[src/rtl/hamming_pkg.sv]
// hamming_pkg: shared widths, frame FSM state type and data-bit extraction for the Hamming(15,11) decoder
package hamming_pkg;
  localparam int CODE_W = 15;
  localparam int DATA_W = 11;
  localparam int SYN_W  = 4;
  typedef enum logic [1:0] {ST_IDLE, ST_RUN, ST_REPORT} state_e;
  // Data bits live at the non-power-of-two positions; highest position lands in the MSB.
  function automatic logic [DATA_W-1:0] extract_data(input logic [CODE_W-1:0] c);
    return {c[14:8], c[6:4], c[2]};
  endfunction
endpackage

[src/rtl/hamming_syndrome.sv]
// hamming_syndrome: combinational Hamming(15,11) syndrome; code_i bit i is position i+1, syn_o = {p8,p4,p2,p1}
module hamming_syndrome
  import hamming_pkg::*;
(
  input  logic [CODE_W-1:0] code_i,
  output logic [SYN_W-1:0]  syn_o
);
  always_comb begin
    syn_o = '0;
    for (int i = 0; i < CODE_W; i++)
      for (int k = 0; k < SYN_W; k++)
        if (((i + 1) & (1 << k)) != 0) syn_o[k] = syn_o[k] ^ code_i[i];
  end
endmodule

[src/rtl/hamming_stream_decoder.sv]
// hamming_stream_decoder: two-stage streaming Hamming(15,11) decoder with per-frame corrected-word count
// Ports: clk, rst_n (async, active low), clear (sync flush); in_valid/in_ready/in_code input stream;
//   out_valid/out_ready/out_data/out_corrected output stream; frame_done pulse and frame_err_cnt report.
// Option: define HAMMING_ERR_INJECT_EN to add inj_en/inj_pos, which flip one bit of an accepted word.
module hamming_stream_decoder
  import hamming_pkg::*;
#(
  parameter int FRAME_LEN = 16,
  parameter int CNT_W     = 8
) (
  input  logic              clk,
  input  logic              rst_n,
  input  logic              clear,
  input  logic              in_valid,
  output logic              in_ready,
  input  logic [CODE_W-1:0] in_code,
`ifdef HAMMING_ERR_INJECT_EN
  input  logic              inj_en,
  input  logic [3:0]        inj_pos,
`endif
  output logic              out_valid,
  input  logic              out_ready,
  output logic [DATA_W-1:0] out_data,
  output logic              out_corrected,
  output logic              frame_done,
  output logic [CNT_W-1:0]  frame_err_cnt
);
  localparam int WC_W = $clog2(FRAME_LEN + 1);
  localparam logic [WC_W-1:0] FL = WC_W'(FRAME_LEN);
  logic              s1_v_q, s1_v_d, s2_v_q, s2_v_d, s2_corr_q;
  logic [CODE_W-1:0] s1_code_q, code_in, fixed;
  logic [SYN_W-1:0]  s1_syn_q, syn_in;
  logic [DATA_W-1:0] s2_data_q;
  state_e            state_q;
  logic [WC_W-1:0]   word_cnt_q, word_nxt;
  logic [CNT_W-1:0]  err_cnt_q, err_nxt, frame_err_cnt_q;
  logic              hs, s1_move, acc, last;
`ifdef HAMMING_ERR_INJECT_EN
  assign code_in = in_code ^ ((inj_en && inj_pos != '0) ? (CODE_W'(1) << (inj_pos - 4'd1)) : '0);
`else
  assign code_in = in_code;
`endif
  hamming_syndrome u_syn (.code_i(code_in), .syn_o(syn_in));
  // The report cycle hides S2 so no handshake can land while the frame result is published.
  assign out_valid     = s2_v_q & (state_q != ST_REPORT);
  assign hs            = out_valid & out_ready;
  assign s1_move       = s1_v_q & (!s2_v_q | hs);
  assign in_ready      = !s1_v_q | s1_move;
  assign acc           = in_valid & in_ready;
  assign s1_v_d        = acc | (s1_v_q & !s1_move);
  assign s2_v_d        = s1_move | (s2_v_q & !hs);
  assign fixed         = s1_code_q ^ ((s1_syn_q != '0) ? (CODE_W'(1) << (s1_syn_q - 4'd1)) : '0);
  assign out_data      = s2_data_q;
  assign out_corrected = s2_corr_q;
  assign frame_done    = state_q == ST_REPORT;
  assign frame_err_cnt = frame_err_cnt_q;
  assign word_nxt      = word_cnt_q + WC_W'(1);
  assign last          = word_nxt == FL;
  assign err_nxt       = err_cnt_q + CNT_W'(s2_corr_q & (err_cnt_q != '1));
  always_ff @(posedge clk or negedge rst_n) begin
    if (!rst_n) begin
      s1_v_q    <= 1'b0;
      s2_v_q    <= 1'b0;
      s1_code_q <= '0;
      s1_syn_q  <= '0;
      s2_data_q <= '0;
      s2_corr_q <= 1'b0;
    end else if (clear) begin
      s1_v_q    <= 1'b0;
      s2_v_q    <= 1'b0;
      s1_code_q <= '0;
      s1_syn_q  <= '0;
      s2_data_q <= '0;
      s2_corr_q <= 1'b0;
    end else begin
      s1_v_q <= s1_v_d;
      s2_v_q <= s2_v_d;
      if (acc) begin
        s1_code_q <= code_in;
        s1_syn_q  <= syn_in;
      end
      if (s1_move) begin
        s2_data_q <= extract_data(fixed);
        s2_corr_q <= s1_syn_q != '0;
      end
    end
  end
  // The frame result is latched on the closing handshake so it is already valid during the frame_done pulse.
  always_ff @(posedge clk or negedge rst_n) begin
    if (!rst_n) begin
      state_q         <= ST_IDLE;
      word_cnt_q      <= '0;
      err_cnt_q       <= '0;
      frame_err_cnt_q <= '0;
    end else if (clear) begin
      state_q         <= ST_IDLE;
      word_cnt_q      <= '0;
      err_cnt_q       <= '0;
      frame_err_cnt_q <= '0;
    end else if (state_q == ST_REPORT) begin
      state_q <= ST_IDLE;
    end else if (hs) begin
      state_q    <= last ? ST_REPORT : ST_RUN;
      word_cnt_q <= last ? '0 : word_nxt;
      err_cnt_q  <= last ? '0 : err_nxt;
      if (last) frame_err_cnt_q <= err_nxt;
    end
  end
endmodule

[config.mk]
export PLATFORM = sky130hd
export DESIGN_NAME = hamming_stream_decoder
export DESIGN_NICKNAME = d
export VERILOG_FILES = /design/src/rtl/hamming_pkg.sv /design/src/rtl/hamming_syndrome.sv /design/src/rtl/hamming_stream_decoder.sv
export SDC_FILE = /design/constraint.sdc
export NUM_CORES = 1
export LEC_CHECK = 0
export ABC_AREA = 1
export ABC_CLOCK_PERIOD_IN_PS = 1800
export BUFFER_PORTS_ARGS = -buffer_cell sky130_fd_sc_hd__clkbuf_2
export CORE_MARGIN = 3
export CORE_UTILIZATION = 28
export DETAILED_ROUTE_END_ITERATION = 7
export SLEW_MARGIN = 5
export SYNTH_ARGS = -nofsm -noshare
export SYNTH_HDL_FRONTEND = slang
export SYNTH_SLANG_ARGS = --single-unit
[constraint.sdc]
create_clock -name clk -period 1.8 [get_ports clk]
set_clock_uncertainty 0.2 [all_clocks]
set_input_delay 0.36 -clock clk [delete_from_list [all_inputs] [get_ports clk]]
set_output_delay 0.36 -clock clk [all_outputs]
set_load 0.01 [all_outputs]
==> metrics.md, run 1 <==
| Metric | Value |
|---|---|
| Status | `complete, but fails checks` |
| Failing checks | `setup timing` |
| Fin crit period | `1.929 ns` |
| Clk buf depth | `2` |
| Vias per cell | `4.541` |
| Highest clock rate | `0.5184 GHz` |
| Global-route wire length before repair | `11.94 mm` |
| Vias | `2,720` |
| DP Worst Slack | `-0.1157 ns` |
| Distinct cells, synth | `30` |
| Seq cells post-synth | `52` |
| Total chip power | `roughly 0.0023 W` |
| Vias in the first global route | `2,610` |
| Syn nets | `417` |
| Inserted Clock Buffers | `5` |
| Worst-case vdd ir drop | `291.3 uV` |
| Sequential fraction of the synthesis area | `0.4315` |
| Non-filler instance count after layout | `599` |
| DP Wirelength | `5.655 mm` |
| Post-Synth Simple-Gate Area | `0.3481` |
| Port bufs | `42` |
| Drt first pass iters | `4` |
| Leak pwr | `~2.0 nW` |
| Hold slack | `0.1287 ns` |
| Startpoint Class | `flop` |
| Crit path largest cell delay | `0.36 ns` |
| Main combinational cell family by area after synthesis | `simple AND/OR/NAND/NOR gates` |
| H-tree levels | `2` |
| Critical path class | `flop to flop` |
| Final setup viols | `11` |
| Initial DRC count | `94` |
| Num rows | `37` |
| Final Cycle Share | `1.072` |
| Diodes inserted | `0` |
| R2R depth | `9` |
| CP Capture Type | `flop` |
| Synth warn | `0` |
| Final hold violations | `0` |
| Core Region | `around 10,000 um2` |
| Fin worst setup slack | `-0.1290 ns` |
| Crit-path slowest cell | `dfrtp_1` |
| Area share of the leading cell type in the synthesized netlist | `0.4315` |
| CTS tree | `built` |
| Hold path cells | `3` |
| Worst Path Required | `1.79 ns` |
| Initial antenna violation count | `0` |
| # DRC | `0` |
| PD cells | `just over 600 nW/um2` |
| GRT Total Usage | `0.1229` |
| Area leader, netlist | `dfrtp_1` |
| Placed Cells | `582` |
| Clock sinks | `52` |
| Synth cell count leaders | `nand2_1 (142), dfrtp_1 (52), inv_1 (38)` |
| Clock root cell | `clkbuf_8` |
| Cells after Synth | `between 300 and 400` |
| Total gr overflow | `0` |
| Largest net degree at the start of global routing | `41` |
| Clk slew on worst S/H paths | `0.10 ns` |
| Fin nets | `about 500` |
| DIE AREA | `12,050 um2` |
| Starting density of the core | `0.2895` |
| Hold Path Class | `input pin to flop` |
| Async set-reset flop share out of synthesis | `1.000` |
| Gpl congestion | `0.8349` |
| Arrival time at the worst endpoint | `1.92 ns` |
| Synth Area in Compound Gates | `0.08050` |
| Chip height | `109.8 um` |
| Predominant post-synthesis flop cell | `dfrtp_1` |
| FILL cells | `1,100` |
| Synth Area in XOR/XNOR | `0.05270` |
| Area growth syn-to-layout | `24.81%` |
| CP Cell Sequence | `nand4_1 > o31a_1 > ha_2 > ha_4 > buf_6 > a21oi_4 > nor2_4 > nand3_1 > o21ai_1` |
| Die X | `109.8 um` |
| Multiplexer share of the synthesized area | `0` |
| Final ANT Viol Nets | `0` |
| IO Count | `43` |
| Worst slew pin tran | `0.4290 ns` |
| Worst slew margin | `0.7130` |
| Skew-Pair Late Insertion Delay | `approximately 0.3 ns` |
| Synthesized area | `3015 um2` |
| Unrepaired setup endpoints after global routing | `yes` |
| Crit Path Max Fanout | `3` |
| DR WL/cell | `between 10 and 15 um` |
| Drt total wl | `7.225 mm` |
| Syn Area/Cell | `between 7 and 8 um2` |
| Layout cells sized above 1 | `0.2570` |
| Max Slew Vio Count | `0` |
| Max Cap Viol | `0` |
| Post-synth EDFFs | `0` |
| Largest cells by area after synthesis | `dfrtp_1 (43%), nand2_1 (18%), nand3_1 (6.1%)` |
| Top-count cell post-synth | `nand2_1` |
| Post-Synth Adder-Cell Area | `0.01660` |
[worst max-delay path, delay by kind of cell (launching register included)]
kind | cells | cell delay, ns
compound gates | 3 | 0.53
fa+ha+maj | 2 | 0.38
flops | 1 | 0.36
simple gates | 3 | 0.23
buf+inv | 1 | 0.13
[where the power goes]
group	switching [W]	internal, W	total (W)
sequential	0.0000345	0.00121	0.00124
clock	0.000384	0.000313	0.000698
combinational	0.000257	0.000144	0.000401
total	0.000676	0.00166	0.00234
[routing by layer]
| metal | global-route usage | vias up | part of all wire |
|---|---|---|---|
| li1 | - | 1396 | - |
| met1 | 0.1497 | 1269 | 0.46 |
| met2 | 0.2262 | 48 | 0.50 |
| met3 | 0.01996 | 7 | 0.034 |
| met4 | 0.02671 | 0 | 0.0089 |
| met5 | 0 | - | 0 |
[cell families (layout without fill, tap and decap cells)]
group | Yosys count | count (layout)
AOI/OAI and AO/OA | 44 | 44
adders and majority gates | 4 | 4
DFF | 52 | 52
buffers and inverters | 51 | 121
and+or+nand+nor | 226 | 226
xor gates and xnor gates | 16 | 16
[through the flow]
| step | TNS, ns | area (um2) | utilization |
|---|---|---|---|
| floorplan | -0.06726 | 3033 | - |
| global placement | -0.1509 | 3517 | 0.3377 |
| detailed placement | -0.2088 | 3517 | 0.3377 |
| CTS | -0.1926 | 3647 | 0.3502 |
| global route | -1.970 | 3764 | 0.3613 |
| finish | -0.7358 | 3764 | 0.3613 |
[repair_timing]
action                                  in CTS  in global routing
hold buffers                                 1                  0
pin swaps                                    2                 20
endpoints found under the setup margin       9                 15
setup buffers                                2                  6
endpoints found under the hold margin       12                  0
resized for setup                            3                 22
[worst paths after layout]
kind	start	to	slack (ns)
hold / removal	in_valid	s1_v_q	0.13
min in group asynchronous	rst_n	out_data[0]	0.29
setup reg to reg	err_cnt_q[7]	err_cnt_q[6]	-0.13
max in group asynchronous	rst_n	s2_v_q	0.57
setup / recovery	err_cnt_q[7]	err_cnt_q[6]	-0.13
hold reg to reg	out_data[9]	out_data[9]	0.29
[sequential cells by signal (all words and copies together) (netlist names)]
signal         count
err_cnt_q          8
out_data          11
frame_err_cnt      8
state_q            2
word_cnt_q         5
s1_v_q             1
out_corrected      1
s2_v_q             1
s1_code_q         11
s1_syn_q           4
[cell type report]
class / instances / area [um2] / area share
Tap cell: 136 / 170.2 / 0.04521
Clock inverter: 1 / 7.507 / 0.001995
Clock buffer: 7 / 86.33 / 0.02294
Inverter: 43 / 161.4 / 0.04289
Sequential cell: 52 / 1303 / 0.3461
Multi-Input combinational cell: 290 / 1590 / 0.4225
Timing Repair Buffer: 70 / 445.4 / 0.1184
[layout by cell type, fill, tap and decap left out, types with 2 or more instances in the layout]
cell / synthesis / final
nand3_4: 2 / 3
nand2_2: 5 / 11
buf_6: 1 / 2
o22ai_1: 4 / 4
o21ai_1: 15 / 16
ha_1: 4 / 2
a21oi_1: 4 / 2
o21ai_0: 16 / 14
nand3_1: 37 / 36
nor2_1: 13 / 10
nor2_4: 2 / 3
inv_1: 38 / 37
nor2_2: 1 / 3
inv_2: 5 / 6
clkbuf_2: 0 / 41
nand2_4: 3 / 4
clkbuf_8: 0 / 6
nand2_1: 142 / 135
a21oi_2: 1 / 2
buf_4: 2 / 25
xor2_1: 14 / 13
nand4_1: 11 / 11
nand3b_1: 6 / 6
nand3_2: 4 / 4
dfrtp_1: 52 / 51
Note: power is estimated with default switching activity, not from simulation.
==> run 2: changes to the inputs <==
--- a/config.mk
+++ b/config.mk
@@ -7,10 +7,10 @@
 export LEC_CHECK = 0
 export ABC_AREA = 1
 export ABC_CLOCK_PERIOD_IN_PS = 1800
-export BUFFER_PORTS_ARGS = -buffer_cell sky130_fd_sc_hd__clkbuf_2
 export CORE_MARGIN = 3
 export CORE_UTILIZATION = 28
 export DETAILED_ROUTE_END_ITERATION = 7
+export DONT_BUFFER_PORTS = 1
 export SLEW_MARGIN = 5
 export SYNTH_ARGS = -nofsm -noshare
 export SYNTH_HDL_FRONTEND = slang
==> run 2 against run 1 <==
The flow still finishes with violations (setup timing). Setup slack worse by 0.031 ns. Critical endpoint is now err_cnt_q[2]. Sequential share of layout area rose by 1.8 points. Routed wire length rose by 2.0%.
==> metrics.md, run 2 (synthesis gave the netlist of run 1 again) <==
| Metric | Value |
|---|---|
| Global-route wire length before repair | `12.34 mm (was 11.94 mm)` |
| Vias per cell | `4.665 (was 4.541)` |
| Met3 wire length | `431 um (was 248 um)` |
| Diodes inserted | `0 (unchanged)` |
| Initial DRC count | `149 (was 94)` |
| Fin crit period | `1.960 ns (was 1.929 ns)` |
| Total gr overflow | `0 (unchanged)` |
| Num rows | `37 (unchanged)` |
| DR WL/cell | `13.19 um (was 12.06 um)` |
| Max Cap Viol | `0 (unchanged)` |
| WP depth | `8 (was 9)` |
| Clock root cell | `clkbuf_8 (unchanged)` |
| Largest net degree at the start of global routing | `53 (was 41)` |
| Critical path class | `flop to flop (unchanged)` |
| Commonest non-fill, non-tap cell in the layout | `nand2_1 (unchanged)` |
| Vias in the first global route | `2,604 (was 2,610)` |
| Die X | `109.8 um (unchanged)` |
| FF-to-FF setup slack | `-0.16 ns (was -0.13 ns)` |
| Leak pwr | `1.788 nW (was 1.972 nW)` |
| Drt total wl | `7.373 mm (was 7.225 mm)` |
| Crit path largest cell delay | `0.36 ns (about the same)` |
| H-tree levels | `2 (unchanged)` |
| Core Region | `10,420 um2 (unchanged)` |
| Clock sinks | `52 (unchanged)` |
| Hold Path Class | `input pin to flop (unchanged)` |
| Worst R2R Start | `err_cnt_q[1] (was err_cnt_q[7])` |
| Crit path buffers/inverters | `1 (unchanged)` |
| Worst Setup SP | `err_cnt_q[1] (was err_cnt_q[7])` |
| Starting density of the core | `0.2895 (unchanged)` |
| Drt first pass iters | `4 (unchanged)` |
| FILL cells | `1,079 (was 1,100)` |
| CTS tree | `built (unchanged)` |
| DP Wirelength | `5.495 mm (was 5.655 mm)` |
| DIE AREA | `12,050 um2 (unchanged)` |
| Placed inst area | `3287 um2 (was 3517 um2)` |
| Post-route cell area | `3577 um2 (was 3764 um2)` |
| CP Cell Sequence | `nand4_1 > o31a_1 > ha_2 > ha_4 > buf_4 > xor2_2 > nand3_1 > o21ai_0 (was nand4_1 > o31a_1 > ha_2 > ha_4 > buf_6 > a21oi_4 > nor2_4 > nand3_1 > o21ai_1)` |
| Worst slew margin | `0.7994 (was 0.7130)` |
| Fin nets | `446 (was 486)` |
| Final ANT Viol Nets | `0 (unchanged)` |
| Wl on met1 | `3.163 mm (was 3.331 mm)` |
| Clk slew on worst S/H paths | `0.10 ns (about the same)` |
| Highest clock rate | `0.5103 GHz (was 0.5184 GHz)` |
| Top Metal Used | `met4 (unchanged)` |
| Final setup viols | `9 (was 11)` |
| IO Count | `43 (unchanged)` |
| Met2 routed WL | `3.699 mm (was 3.580 mm)` |
| Critical R2R Capture | `err_cnt_q[2] (was err_cnt_q[6])` |
| Failing checks | `setup timing (unchanged)` |
| Final hold violations | `0 (unchanged)` |
| CP Capture Type | `flop (unchanged)` |
| Max Slew Vio Count | `0 (unchanged)` |
| Layout cells sized above 1 | `0.1702 (was 0.2570)` |
| Crit-path slowest cell | `dfrtp_1 (unchanged)` |
| Worst-case vdd ir drop | `268.6 uV (was 291.3 uV)` |
| Unrepaired setup endpoints after global routing | `yes (unchanged)` |
| Startpoint Class | `flop (unchanged)` |
| Gpl congestion | `0.8285 (was 0.8349)` |
| Clk buf depth | `2 (unchanged)` |
| Status | `complete, but fails checks (unchanged)` |
| Most frequent cells in the layout | `nand2_1 (139), dfrtp_1 (51), inv_1 (37) (was nand2_1 (135), dfrtp_1 (51), clkbuf_2 (41))` |
| Port bufs | `0 (was 42)` |
| GRT Total Usage | `0.1292 (was 0.1229)` |
| Chip height | `109.8 um (unchanged)` |
| Area growth syn-to-layout | `18.63% (was 24.81%)` |
| Initial antenna violation count | `0 (unchanged)` |
| R2R depth | `8 (was 9)` |
| # DRC | `0 (unchanged)` |
| Worst Path Required | `1.83 ns (was 1.79 ns)` |
| Total chip power | `0.002455 W (was 0.002339 W)` |
| Inserted Clock Buffers | `5 (unchanged)` |
| Vias | `2,608 (was 2,720)` |
| PD cells | `686.3 nW/um2 (was 621.5 nW/um2)` |
| CP delay by family, top | `compound AO/OA/AOI/OAI gates (unchanged)` |
| CP Capture Point | `err_cnt_q[2] (was err_cnt_q[6])` |
| Crit Path Max Fanout | `4 (was 3)` |
| Final Cycle Share | `1.089 (was 1.072)` |
| Worst slew pin tran | `0.2971 ns (was 0.4290 ns)` |
| Fin worst setup slack | `-0.1597 ns (was -0.1290 ns)` |
| Skew-Pair Late Insertion Delay | `0.31 ns (was 0.30 ns)` |
| Arrival time at the worst endpoint | `1.99 ns (was 1.92 ns)` |
[run 2: cell types whose count changed in the layout (fill, tap and decap cells not counted), sizes merged]
| cell | previous run | this run |
|---|---|---|
| dlygate4sd3 | 1 | 3 |
| clkbuf | 48 | 6 |
| buf | 28 | 26 |
| nand2 | 150 | 151 |
| bufinv | 0 | 1 |
| clkinv | 0 | 1 |
| clkinvlp | 1 | 0 |
[run 2: where the power goes]
part / leakage (nW) / internal (W) / switching, W / total (W)
sequential: 0.711 / 0.00121 / 0.0000397 / 0.00125
clock: 0.0614 / 0.000455 / 0.000397 / 0.000852
combinational: 1.02 / 0.000128 / 0.000229 / 0.000358
total: 1.79 / 0.00179 / 0.000666 / 0.00246
[run 2: per-layer routing]
metal | vias to the layer above | GRT usage
li1 | 1327 | -
met2 | 68 | 0.2310
met4 | 0 | 0.03028
met3 | 10 | 0.03112
met5 | - | 0
met1 | 1203 | 0.1560
[run 2: worst min path at each step]
| stage | start | endpoint | slack (ns) | depth (start not counted) |
|---|---|---|---|---|
| after floorplan | rst_n | err_cnt_q[0] | -0.14 | 0 |
| after global placement | rst_n | state_q[0] | -0.13 | 0 |
| after detailed placement | rst_n | state_q[0] | -0.13 | 0 |
| after CTS | in_code[4] | s1_code_q[4] | 0.004 | 2 |
| after global routing | clear | frame_err_cnt[4] | 0.02 | 3 |
| final | clear | frame_err_cnt[4] | 0.01 | 3 |
[run 2: worst register-to-register path, delay by kind of cell, from the launching register on]
family | cells | cell delay [ns]
flip-flops | 1 | 0.36
buffers and inverters | 1 | 0.14
adder cells (fa/ha/maj) | 2 | 0.39
AND/OR/NAND/NOR | 2 | 0.21
AO/OA/AOI/OAI | 2 | 0.41
XOR/XNOR | 1 | 0.19
[run 2: metrics by stage]
stage	setup TNS (ns)	std cells	worst slack (ns)	util	hold slack, ns
global placement	-0.1538	539	-0.09193	0.3156	-0.1333
floorplan	-0.06726	393	-0.04810	-	-0.1356
global route	-1.801	559	-0.2268	0.3434	0.01526
detailed placement	-0.3774	539	-0.1437	0.3156	-0.1337
CTS	-0.3027	553	-0.1197	0.3355	0.003634
finish	-0.6816	559	-0.1597	0.3434	0.01304
[run 2: cell type report]
type,instances,area [um2],area share
inverter,43,161.4,0.04512
multi-input combinational,291,1573,0.4397
timing repair buffer,29,249.0,0.06960
clock inverter,2,38.79,0.01084
sequential,52,1303,0.3641
clock buffer,6,82.58,0.02308
tap,136,170.2,0.04757
[run 2: timing repair]
item	in CTS	in global routing
buffers inserted	2	5
resized for setup	3	12
hold buffers	4	0
pin swaps	3	11
setup endpoints to repair	11	20
cloned	0	1
endpoints found under the hold margin	55	0
==> run 3: changes to the inputs <==
--- a/config.mk
+++ b/config.mk
@@ -11,6 +11,7 @@
 export CORE_UTILIZATION = 28
 export DETAILED_ROUTE_END_ITERATION = 7
 export DONT_BUFFER_PORTS = 1
+export REMOVE_ABC_BUFFERS = 1
 export SLEW_MARGIN = 5
 export SYNTH_ARGS = -nofsm -noshare
 export SYNTH_HDL_FRONTEND = slang
==> run 3 against run 2 <==
The flow still finishes with violations (setup timing). Register-to-register slack better by 0.04 ns. Total power fell by 2.0%. Cell count up 0.36%. Non-clock buffer count rose by 2. Combinational power is essentially flat. Clock-buffer cell count did not move. Utilization is 0.31 points higher. Critical path depth up 2. Largest power group unchanged.
==> metrics.md, run 3 (synthesis gave the netlist of run 1 again) <==
| Metric | Value |
|---|---|
| Status | `complete, but fails checks (unchanged)` |
| Failing checks | `setup timing (unchanged)` |
| Worst-case vdd ir drop | `420.4 uV (was 268.6 uV)` |
| Starting density of the core | `0.2895 (unchanged)` |
| CP delay by family, top | `compound AO/OA/AOI/OAI gates (unchanged)` |
| Clock sinks | `52 (unchanged)` |
| Area of the multi-input gates | `1603 um2 (was 1573 um2)` |
| Commonest non-fill, non-tap cell in the layout | `nand2_1 (unchanged)` |
| CP Capture Point | `err_cnt_q[4] (was err_cnt_q[2])` |
| Clock root cell | `clkbuf_8 (unchanged)` |
| Global-route wire length before repair | `12.09 mm (was 12.34 mm)` |
| DR WL/cell | `13.29 um (was 13.19 um)` |
| FILL cells | `1,094 (was 1,079)` |
| Grt met3 use | `0.02877 (was 0.03112)` |
| Fin worst setup slack | `-0.1154 ns (was -0.1597 ns)` |
| Vias | `2,603 (was 2,608)` |
| Layout cells sized above 1 | `0.1788 (was 0.1702)` |
| Port bufs | `0 (unchanged)` |
| Power Internal | `0.001746 W (was 0.001789 W)` |
| Sequential power share | `0.518 (was 0.507)` |
| Area growth syn-to-layout | `19.71% (was 18.63%)` |
| Final Cycle Share | `1.064 (was 1.089)` |
| Vias per cell | `4.640 (was 4.665)` |
| Worst R2R Start | `err_cnt_q[5] (was err_cnt_q[1])` |
| Grt peak-use layer | `met2 (unchanged)` |
| Drt total wl | `7.456 mm (was 7.373 mm)` |
| Sw Share | `0.2743 (was 0.2712)` |
| Clk buf depth | `2 (unchanged)` |
| Total gr overflow | `0 (unchanged)` |
| Final ANT Viol Nets | `0 (unchanged)` |
| Arrival time at the worst endpoint | `1.95 ns (was 1.99 ns)` |
| Leak pwr | `1.812 nW (was 1.788 nW)` |
| IO Count | `43 (unchanged)` |
| # DRC | `0 (unchanged)` |
| Critical path class | `flop to flop (unchanged)` |
| Die X | `109.8 um (unchanged)` |
| Most frequent cells in the layout | `nand2_1 (137), dfrtp_1 (52), inv_1 (37) (was nand2_1 (139), dfrtp_1 (51), inv_1 (37))` |
| Fin crit period | `1.915 ns (was 1.960 ns)` |
| Gpl congestion | `0.8724 (was 0.8285)` |
| Inserted Clock Buffers | `5 (unchanged)` |
| Initial antenna violation count | `0 (unchanged)` |
| CP Cell Sequence | `nand2_2 > o31a_1 > ha_4 > ha_4 > nand2_2 > nor2_2 > xor2_1 > nor2_1 > nand3_1 > o21ai_1 (was nand4_1 > o31a_1 > ha_2 > ha_4 > buf_4 > xor2_2 > nand3_1 > o21ai_0)` |
| Vias in the first global route | `2,636 (was 2,604)` |
| DP Worst Slack | `-0.1773 ns (was -0.1437 ns)` |
| Crit path buffers/inverters | `0 (was 1)` |
| Comb power frac | `0.148 (was 0.146)` |
| Worst slew margin | `0.7609 (was 0.7994)` |
| Largest net degree at the start of global routing | `53 (unchanged)` |
| Chip height | `109.8 um (unchanged)` |
| Worst Setup SP | `err_cnt_q[5] (was err_cnt_q[1])` |
| PD cells | `666.5 nW/um2 (was 686.3 nW/um2)` |
| Final setup viols | `12 (was 9)` |
| Worst slew pin tran | `0.3573 ns (was 0.2971 ns)` |
| Clock network fraction of design power | `0.334 (was 0.347)` |
| Initial DRC count | `224 (was 149)` |
| Hold Path Class | `input pin to flop (unchanged)` |
| DIE AREA | `12,050 um2 (unchanged)` |
| DP Wirelength | `5.522 mm (was 5.495 mm)` |
| Max Slew Vio Count | `0 (unchanged)` |
| Clk slew on worst S/H paths | `0.09 ns (was 0.10 ns)` |
| Routing usage on met2 | `0.2267 (was 0.2310)` |
| R2R depth | `10 (was 8)` |
| Max Cap Viol | `0 (unchanged)` |
| WP depth | `10 (was 8)` |
| Post-route cell area | `3610 um2 (was 3577 um2)` |
| H-tree levels | `2 (unchanged)` |
| Worst Path Required | `1.83 ns (about the same)` |
| Unrepaired setup endpoints after global routing | `yes (unchanged)` |
| Register area | `1301 um2 (was 1303 um2)` |
| Critical R2R Capture | `err_cnt_q[4] (was err_cnt_q[2])` |
| Crit path largest cell delay | `0.38 ns (was 0.36 ns)` |
| CP Capture Type | `flop (unchanged)` |
| Num rows | `37 (unchanged)` |
| Placed inst area | `3292 um2 (was 3287 um2)` |
| FF-to-FF setup slack | `-0.12 ns (was -0.16 ns)` |
| Crit-path slowest cell | `dfrtp_1 (unchanged)` |
| Fin nets | `448 (was 446)` |
| Highest clock rate | `0.5221 GHz (was 0.5103 GHz)` |
| Final hold violations | `0 (unchanged)` |
| CTS tree | `built (unchanged)` |
| Sw Pwr | `0.0006601 W (was 0.0006658 W)` |
| GR Util met1 | `0.1479 (was 0.1560)` |
| Diodes inserted | `0 (unchanged)` |
| Skew-Pair Late Insertion Delay | `0.31 ns (about the same)` |
| Startpoint Class | `flop (unchanged)` |
| Core Region | `10,420 um2 (unchanged)` |
| GRT Total Usage | `0.1264 (was 0.1292)` |
| Drt first pass iters | `4 (unchanged)` |
| Crit Path Max Fanout | `4 (unchanged)` |
==> run 3: cell count changes in the layout (fill, tap and decap cells not counted), sizes merged <==
cell	previous run	this run
buf	26	27
dlygate4sd3	3	4
==> run 3: cell type report <==
cell class / count / area share
multi-input cells: 291 / 0.4440
well taps: 136 / 0.04714
flip-flops and latches: 52 / 0.3605
repair buffers: 31 / 0.07383
clock inverters: 2 / 0.009705
inverters: 43 / 0.04471
clock buffers: 6 / 0.02010
==> run 3: worst reg2reg max path, cell delays in order (launching register included) <==
cell and delay [ns]:
dfrtp_1 0.38, nand2_2 0.08, o31a_1 0.32, ha_4 0.18, ha_4 0.17, nand2_2 0.07, nor2_2 0.04, xor2_1 0.13
nor2_1 0.12, nand3_1 0.08, o21ai_1 0.08
==> run 3: layer usage <==
metal | vias up | routed length [um] | share of wire
met1 | 1209 | 3257 | 0.44
met3 | 7 | 420 | 0.056
met2 | 55 | 3697 | 0.50
met5 | - | 0 | 0
li1 | 1332 | - | -
met4 | 0 | 80 | 0.011
==> run 3: how the worst min path moves through the flow <==
stage | to | cells past startpoint | slack, ns | startpoint
floorplan | err_cnt_q[0] | 0 | -0.14 | rst_n
global placement | state_q[0] | 0 | -0.13 | rst_n
detailed placement | state_q[1] | 0 | -0.13 | rst_n
CTS | frame_err_cnt[4] | 3 | 0.02 | clear
global route | frame_err_cnt[3] | 3 | 0.04 | clear
finish | frame_err_cnt[3] | 3 | 0.04 | clear
==> run 3: stage by stage <==
| step | setup TNS (ns) | util | power (W) | cells | hold WS, ns |
|---|---|---|---|---|---|
| after CTS | -0.6349 | 0.3385 | 0.002429 | 558 | 0.01547 |
| after global routing | -1.788 | 0.3465 | 0.002534 | 561 | 0.03953 |
| after global placement | -0.4203 | 0.3160 | 0.001569 | 542 | -0.1341 |
| after detailed placement | -0.8305 | 0.3160 | 0.001580 | 542 | -0.1340 |
| after floorplan | -0.2458 | - | 0.001487 | 385 | -0.1356 |
| final | -0.8440 | 0.3465 | 0.002406 | 561 | 0.03568 |
==> run 3: repair_timing <==
item | CTS | global route
hold buffers | 5 | 0
pin swaps | 13 | 15
setup buffers | 3 | 2
endpoints found under the setup margin | 10 | 15
hold endpoints to repair | 56 | 0
gates cloned | 0 | 1
gates resized for setup | 9 | 17
==> run 3: power by group through the flow <==
stage | clock, W | sequential [W] | combinational, W
6_report | 0.000805 | 0.00125 | 0.000355
5_1_grt | 0.000871 | 0.00125 | 0.000413
4_1_cts | 0.000830 | 0.00124 | 0.000355
2_1_floorplan | 0 | 0.00127 | 0.000222
3_3_place_gp | 0 | 0.00127 | 0.000302
3_5_place_dp | 0 | 0.00127 | 0.000311
